==> config.mk <==
export PLATFORM = sky130hd
export DESIGN_NAME = tick_timer_gen
export DESIGN_NICKNAME = d
export VERILOG_FILES = /design/src/rtl/tick_timer_gen.sv
export SDC_FILE = /design/constraint.sdc
export NUM_CORES = 1
export LEC_CHECK = 0
export BUFFER_PORTS_ARGS = -buffer_cell sky130_fd_sc_hd__buf_4
export CAP_MARGIN = 20
export CORE_MARGIN = 4
export CORE_UTILIZATION = 58
export CTS_CLUSTER_DIAMETER = 30
export CTS_CLUSTER_SIZE = 30
export DETAILED_ROUTE_END_ITERATION = 8
export MAX_ROUTING_LAYER = met4
export PLACE_DENSITY_LB_ADDON = 0.1
export SLEW_MARGIN = 20
export SYNTH_ARGS = -nofsm -noshare
export SYNTH_HDL_FRONTEND = slang
export SYNTH_SLANG_ARGS = --single-unit
==> constraint.sdc <==
create_clock -name sys_clk -period 2.8 [get_ports sys_clk]
set_input_delay 0.56 -clock sys_clk [delete_from_list [all_inputs] [get_ports sys_clk]]
set_output_delay 0.56 -clock sys_clk [all_outputs]
set_load 0.01 [all_outputs]
==> src/rtl/tick_timer_gen.sv <==
// Timebase generator: runtime-reloadable divider producing a 1-cycle us strobe,
// a cascaded ms strobe, and a one-shot pulse timer counted in us ticks.
module tick_timer_gen #(
    parameter int unsigned CLK_HZ    = 50_000_000,
    parameter int unsigned DIV_W     = 16,
    parameter int unsigned US_PER_MS = 1000,
    parameter int unsigned PLEN_W    = 16,
    parameter int unsigned DEF_DIV   = CLK_HZ / 1_000_000 - 1
) (
    input  logic              sys_clk,
    input  logic              sys_rst_n,
    input  logic              en,
    input  logic              clr,
    input  logic              div_load,
    input  logic [DIV_W-1:0]  div_val,
    input  logic              pulse_start,
    input  logic [PLEN_W-1:0] pulse_len_us,
    output logic              tick_us,
    output logic              tick_ms,
    output logic              pulse_out,
    output logic              pulse_busy,
    output logic              pulse_done
);

    localparam int unsigned       MS_W      = (US_PER_MS > 1) ? $clog2(US_PER_MS) : 1;
    localparam logic [DIV_W-1:0]  DEF_DIV_V = DIV_W'(DEF_DIV);
    localparam logic [MS_W-1:0]   MS_LAST   = MS_W'(US_PER_MS - 1);
    localparam logic [PLEN_W-1:0] REM_ONE   = PLEN_W'(1);

    typedef enum logic [1:0] {
        S_IDLE = 2'd0,
        S_ARM  = 2'd1,
        S_HIGH = 2'd2
    } state_t;

    logic [DIV_W-1:0]  r_div_cnt;
    logic [DIV_W-1:0]  r_div_cur;
    logic [MS_W-1:0]   r_ms_cnt;
    state_t            r_state;
    state_t            w_state_nxt;
    logic [PLEN_W-1:0] r_rem;
    logic [PLEN_W-1:0] w_rem_nxt;
    logic              r_pulse_out;
    logic              w_pulse_out_nxt;
    logic              r_pulse_done;
    logic              w_pulse_done_nxt;
    logic              w_div_term;
    logic              w_tick_us;

    assign w_div_term = (r_div_cnt == r_div_cur);
    assign w_tick_us  = en & ~clr & w_div_term;
    assign tick_us    = w_tick_us;
    assign tick_ms    = w_tick_us & (r_ms_cnt == MS_LAST);
    assign pulse_out  = r_pulse_out;
    assign pulse_done = r_pulse_done;
    assign pulse_busy = (r_state != S_IDLE);

    // A reload restarts the period from zero even while the timebase is frozen.
    always_ff @(posedge sys_clk or negedge sys_rst_n) begin
        if (!sys_rst_n) begin
            r_div_cnt <= '0;
            r_div_cur <= DEF_DIV_V;
        end else if (clr) begin
            r_div_cnt <= '0;
        end else if (div_load) begin
            r_div_cur <= div_val;
            r_div_cnt <= '0;
        end else if (en) begin
            r_div_cnt <= w_div_term ? '0 : r_div_cnt + DIV_W'(1);
        end
    end

    always_ff @(posedge sys_clk or negedge sys_rst_n) begin
        if (!sys_rst_n) begin
            r_ms_cnt <= '0;
        end else if (clr) begin
            r_ms_cnt <= '0;
        end else if (w_tick_us) begin
            r_ms_cnt <= (r_ms_cnt == MS_LAST) ? '0 : r_ms_cnt + MS_W'(1);
        end
    end

    always_ff @(posedge sys_clk or negedge sys_rst_n) begin
        if (!sys_rst_n) begin
            r_state      <= S_IDLE;
            r_rem        <= '0;
            r_pulse_out  <= 1'b0;
            r_pulse_done <= 1'b0;
        end else begin
            r_state      <= w_state_nxt;
            r_rem        <= w_rem_nxt;
            r_pulse_out  <= w_pulse_out_nxt;
            r_pulse_done <= w_pulse_done_nxt;
        end
    end

    // ARM waits for the next tick so the pulse width is a whole number of periods.
    always_comb begin
        w_state_nxt = r_state;
        w_rem_nxt   = r_rem;
        if (clr) begin
            w_state_nxt = S_IDLE;
        end else if (en) begin
            case (r_state)
                S_IDLE: begin
                    if (pulse_start && (pulse_len_us != '0)) begin
                        w_state_nxt = S_ARM;
                        w_rem_nxt   = pulse_len_us;
                    end
                end
                S_ARM: begin
                    if (w_tick_us) w_state_nxt = S_HIGH;
                end
                S_HIGH: begin
                    if (w_tick_us) begin
                        if (r_rem == REM_ONE) w_state_nxt = S_IDLE;
                        else                  w_rem_nxt   = r_rem - REM_ONE;
                    end
                end
                default: w_state_nxt = S_IDLE;
            endcase
        end
    end

    // With en low the pulse level holds, so a frozen timebase stretches the pulse.
    always_comb begin
        w_pulse_out_nxt  = r_pulse_out;
        w_pulse_done_nxt = 1'b0;
        if (clr) begin
            w_pulse_out_nxt = 1'b0;
        end else if (en) begin
            case (r_state)
                S_IDLE: begin
                    w_pulse_out_nxt = 1'b0;
                    if (pulse_start && (pulse_len_us == '0)) w_pulse_done_nxt = 1'b1;
                end
                S_ARM: begin
                    if (w_tick_us) w_pulse_out_nxt = 1'b1;
                end
                S_HIGH: begin
                    if (w_tick_us && (r_rem == REM_ONE)) begin
                        w_pulse_out_nxt  = 1'b0;
                        w_pulse_done_nxt = 1'b1;
                    end
                end
                default: w_pulse_out_nxt = 1'b0;
            endcase
        end
    end

endmodule

==> results.yml <==
final_layout:
  final_net_count: 462
  seqCellArea_um2: 1560
  final_instance_area_um2: 4080
  layout_commonest_cell: "sky130_fd_sc_hd__dfrtp_1"
  layout_common_cells: "59 x sky130_fd_sc_hd__dfrtp_1, 50 x sky130_fd_sc_hd__buf_4, 34 x sky130_fd_sc_hd__a21oi_1, 34 x sky130_fd_sc_hd__o21ai_0, 26 x sky130_fd_sc_hd__nand2_1"
  number_of_antenna_cells_inserted: 0
  layout-drive-gt1-share_pct: 22.6
  fillerInstances: 475
  area.growth.synth_to_final_pct: 16.4
  multi_input_area_um2: 1810
drt:
  wl_final_um: 8520
  route.antenna.remaining_nets: 0
  drt-vias-per-instance: 6.25
  detailedRoute.firstIterationViolations: 234
  num_vias: 3126
  drcViolationCount: 0
  drtPass1Iterations: 5
  routed_wire_length_per_instance_um: 17.0
global_routing:
  antenna_found_initial: 0
  grt_start_max_net_pins: 63
  number_of_global_route_vias_before_repair: 2938
  wire_length_of_the_first_global_routing_pass_um: 14300
  global_route.usage.total_pct: 25.3
  remaining_overflow_grt: 0
placement:
  placer_congestion_estimate: 0.898
  dpl_cell_area_um2: 3880
  place_hpwl_um: 5930
  placement.io_buffers: 42
sta:
  rsz_0062_raised_after_global_routing: "false"
  setup_tns_ns: 0
  finalMaxSlewViolations: 0
  finalCriticalPeriod_ns: 2.57
  hold_viol: 0
  slew_headroom_pct: 46.2
  worst_pin_slew_ns: 0.801
  post-route-period-util_pct: 91.9
  report.final.setup_viol: 0
  clock-skew-final_ns: 0.00982
  fmax_ghz: 0.388
pwr:
  irDropWorstVdd_mv: 0.421
  power_density_nw_per_um2: 534
  total_leakage_power_nw: 1.67
worst_hold_path:
  worst_hold_path_type: "in -> async"
critical_path:
  cell_chain_critical_path: "xnor2_1 -> nand4_1 -> nor4_4 -> and2_1 -> and3_1 -> buf_4"
  cp_max_fo: 7
  worst_r2r_endpoint: "r_rem[2]$_DFFE_PN0P_"
  regToRegStartpoint: "r_rem[4]$_DFFE_PN0P_"
  crit_slowest_cell: "sky130_fd_sc_hd__dfrtp_1"
  ff2ff_setup_slack_ns: 0.29
  timing.critical_path.to_type: "primary output"
  timing.critical_path.depth: 6
  element_type_at_the_critical_path_start: "flip-flop"
  cp_top_family: "simple AND/OR/NAND/NOR gates"
  worst-setup-path-type: "reg -> out"
  worst-path-buf-inv: 1
  worst-r2r-cell-count: 7
  endpoint_required_time_on_the_critical_path_ns: 2.24
  arrival_worst_endpoint_ns: 2.01
  critical_path.max_stage_delay_ns: 0.46
logic_synthesis:
  ys_ff_latch: 62
  netlist_area_um2: 3510
  post_synth_xor_area_fraction_pct: 4.71
  post_synth_fa_ha_maj_area_fraction_pct: 1.43
  syn_nets: 421
  synth-compound-area-share_pct: 20.3
  prevailing_post_synth_register_cell: "sky130_fd_sc_hd__dfrtp_1"
  fraction_of_synthesized_area_in_multiplexers_pct: 5.14
  yosys_warn_count: 0
  synth_top_family_by_area: "compound AO/OA/AOI/OAI gates"
  number_of_synthesized_flops_with_an_enable_pin: 0
  netlist-cell-type-count: 57
  syn_area_per_cell_um2: 9.25
  postSynthCellCount: 379
  yosysSeqAreaShare_pct: 44.3
  post_synth_and_or_nand_nor_area_fraction_pct: 20.0
  synthArstFlopShare_pct: 100
run_status:
  outcome: "completed"
floorplan:
  core_region_area_um2: 5890
  fp.dieArea_um2: 7350
  row_count: 28
  io_pins: 43
  initial_utilization_pct: 59.6
  die-width_um: 85.8
  vertical_die_dimension_um: 85.8
clocking:
  cts_htree_levels: 3
  cts.repair_timing.setup_buffer_count: 1
  tritoncts_num_sinks: 62
  cts-resized-gates: 0
  cts.hold.buffers_added: 0
  cts-root-to-sink-buffers: 2
  cts.clk_slew.worst_paths_ns: 0.07
  cts_tree: "yes"
  cts_root_buffer: "sky130_fd_sc_hd__clkbuf_8"
  clock_insertion_delay_worst_skew_ns: 0.34
  tritoncts.num_buffers: 9
run:
  cap_viol_max_count: 0
## metal layers
metal	vias to the layer above	track usage, %	share of wire (%)
li1	1485	-	-
met2	119	37.1	46
met3	14	4.51	6.2
met5	-	-	0
met1	1508	35.2	46
met4	0	9.35	1.9
## layout make-up
class / instances / share of cell area (%)
clock inverter: 7 / 1.78
timing repair buffer: 51 / 9.68
clock buffer: 9 / 3.03
tap: 75 / 2.30
sequential: 62 / 38.1
multi-input combinational: 287 / 44.3
inverter: 9 / 0.827
## per-stage QoR
step | instances | setup WS [ns] | utilization, % | total power, mW | hold slack, ns
floorplan | 379 | 0.553 | - | 1.26 | 0.264
global placement | 483 | 0.359 | 65.9 | 1.39 | 0.497
detailed placement | 483 | 0.275 | 65.9 | 1.40 | 0.519
CTS | 500 | 0.228 | 69.4 | 2.19 | 0.329
global route | 500 | 0.104 | 69.4 | 2.28 | 0.353
finish | 500 | 0.226 | 69.4 | 2.18 | 0.286
## flip-flops by register name, indices dropped and copies added, names as in the netlist
signal	count
r_ms_cnt	10
pulse_out	1
r_div_cnt	16
pulse_done	1
r_rem	16
r_div_cur	16
r_state	2
## cell usage after synthesis, types with 2 or more instances
cell / count / area (µm²)
sky130_fd_sc_hd__nand2_1: 26 / 97.6
sky130_fd_sc_hd__o22ai_1: 3 / 18.8
sky130_fd_sc_hd__or4_1: 4 / 30.0
sky130_fd_sc_hd__and3_1: 5 / 31.3
sky130_fd_sc_hd__nor2_1: 23 / 86.3
sky130_fd_sc_hd__buf_6: 3 / 33.8
sky130_fd_sc_hd__a31o_2: 2 / 17.5
sky130_fd_sc_hd__clkbuf_1: 12 / 45.0
sky130_fd_sc_hd__xor2_1: 2 / 17.5
sky130_fd_sc_hd__nand4_1: 8 / 50.1
sky130_fd_sc_hd__a41oi_1: 2 / 17.5
sky130_fd_sc_hd__nand2b_1: 6 / 37.5
sky130_fd_sc_hd__a31oi_1: 13 / 81.3
sky130_fd_sc_hd__dfrtp_1: 59 / 1480
sky130_fd_sc_hd__xnor2_1: 15 / 131
sky130_fd_sc_hd__o32ai_1: 2 / 17.5
sky130_fd_sc_hd__a311oi_1: 2 / 17.5
sky130_fd_sc_hd__a22oi_1: 2 / 15.0
sky130_fd_sc_hd__nor2b_1: 4 / 25.0
sky130_fd_sc_hd__or2_2: 3 / 18.8
sky130_fd_sc_hd__a21o_1: 4 / 30.0
sky130_fd_sc_hd__o21ai_1: 2 / 10.0
sky130_fd_sc_hd__nor3_1: 10 / 50.1
sky130_fd_sc_hd__ha_1: 4 / 50.1
sky130_fd_sc_hd__nor4_1: 8 / 50.1
sky130_fd_sc_hd__o21a_1: 3 / 22.5
sky130_fd_sc_hd__a21oi_1: 34 / 170
sky130_fd_sc_hd__a2bb2oi_1: 3 / 26.3
sky130_fd_sc_hd__o211ai_1: 3 / 22.5
sky130_fd_sc_hd__dfstp_2: 3 / 78.8
sky130_fd_sc_hd__nand3_1: 15 / 75.1
sky130_fd_sc_hd__mux2_2: 16 / 180
sky130_fd_sc_hd__or3_1: 8 / 50.1
sky130_fd_sc_hd__inv_1: 9 / 33.8
sky130_fd_sc_hd__buf_2: 4 / 20.0
sky130_fd_sc_hd__o21ai_0: 34 / 170
sky130_fd_sc_hd__o31ai_1: 3 / 22.5
## worst max-delay path by stage
stage	from	endpoint	slack (ns)
after global placement	r_div_cur[0]$_DFFE_PN1P_	r_rem[8]$_DFFE_PN0P_	0.36
after CTS	r_div_cnt[3]$_DFFE_PN0P_	tick_ms	0.23
after floorplan	r_div_cur[0]$_DFFE_PN1P_	tick_ms	0.55
final	r_div_cnt[3]$_DFFE_PN0P_	tick_ms	0.23
after global routing	r_rem[4]$_DFFE_PN0P_	r_rem[0]$_DFFE_PN0P_	0.10
after detailed placement	r_div_cur[0]$_DFFE_PN1P_	r_rem[8]$_DFFE_PN0P_	0.28
## power by group
| part | switching [mW] | internal [mW] |
|---|---|---|
| sequential | 0.0862 | 0.986 |
| clock | 0.383 | 0.412 |
| combinational | 0.152 | 0.161 |
| total | 0.621 | 1.56 |
## kinds of logic after synthesis
family,count (synthesis)
buf+inv,30
xor+xnor,18
fa+ha+maj,4
compound gates,118
mux,16
simple gates,131
flops,62
(Power assumes the default switching activity.)
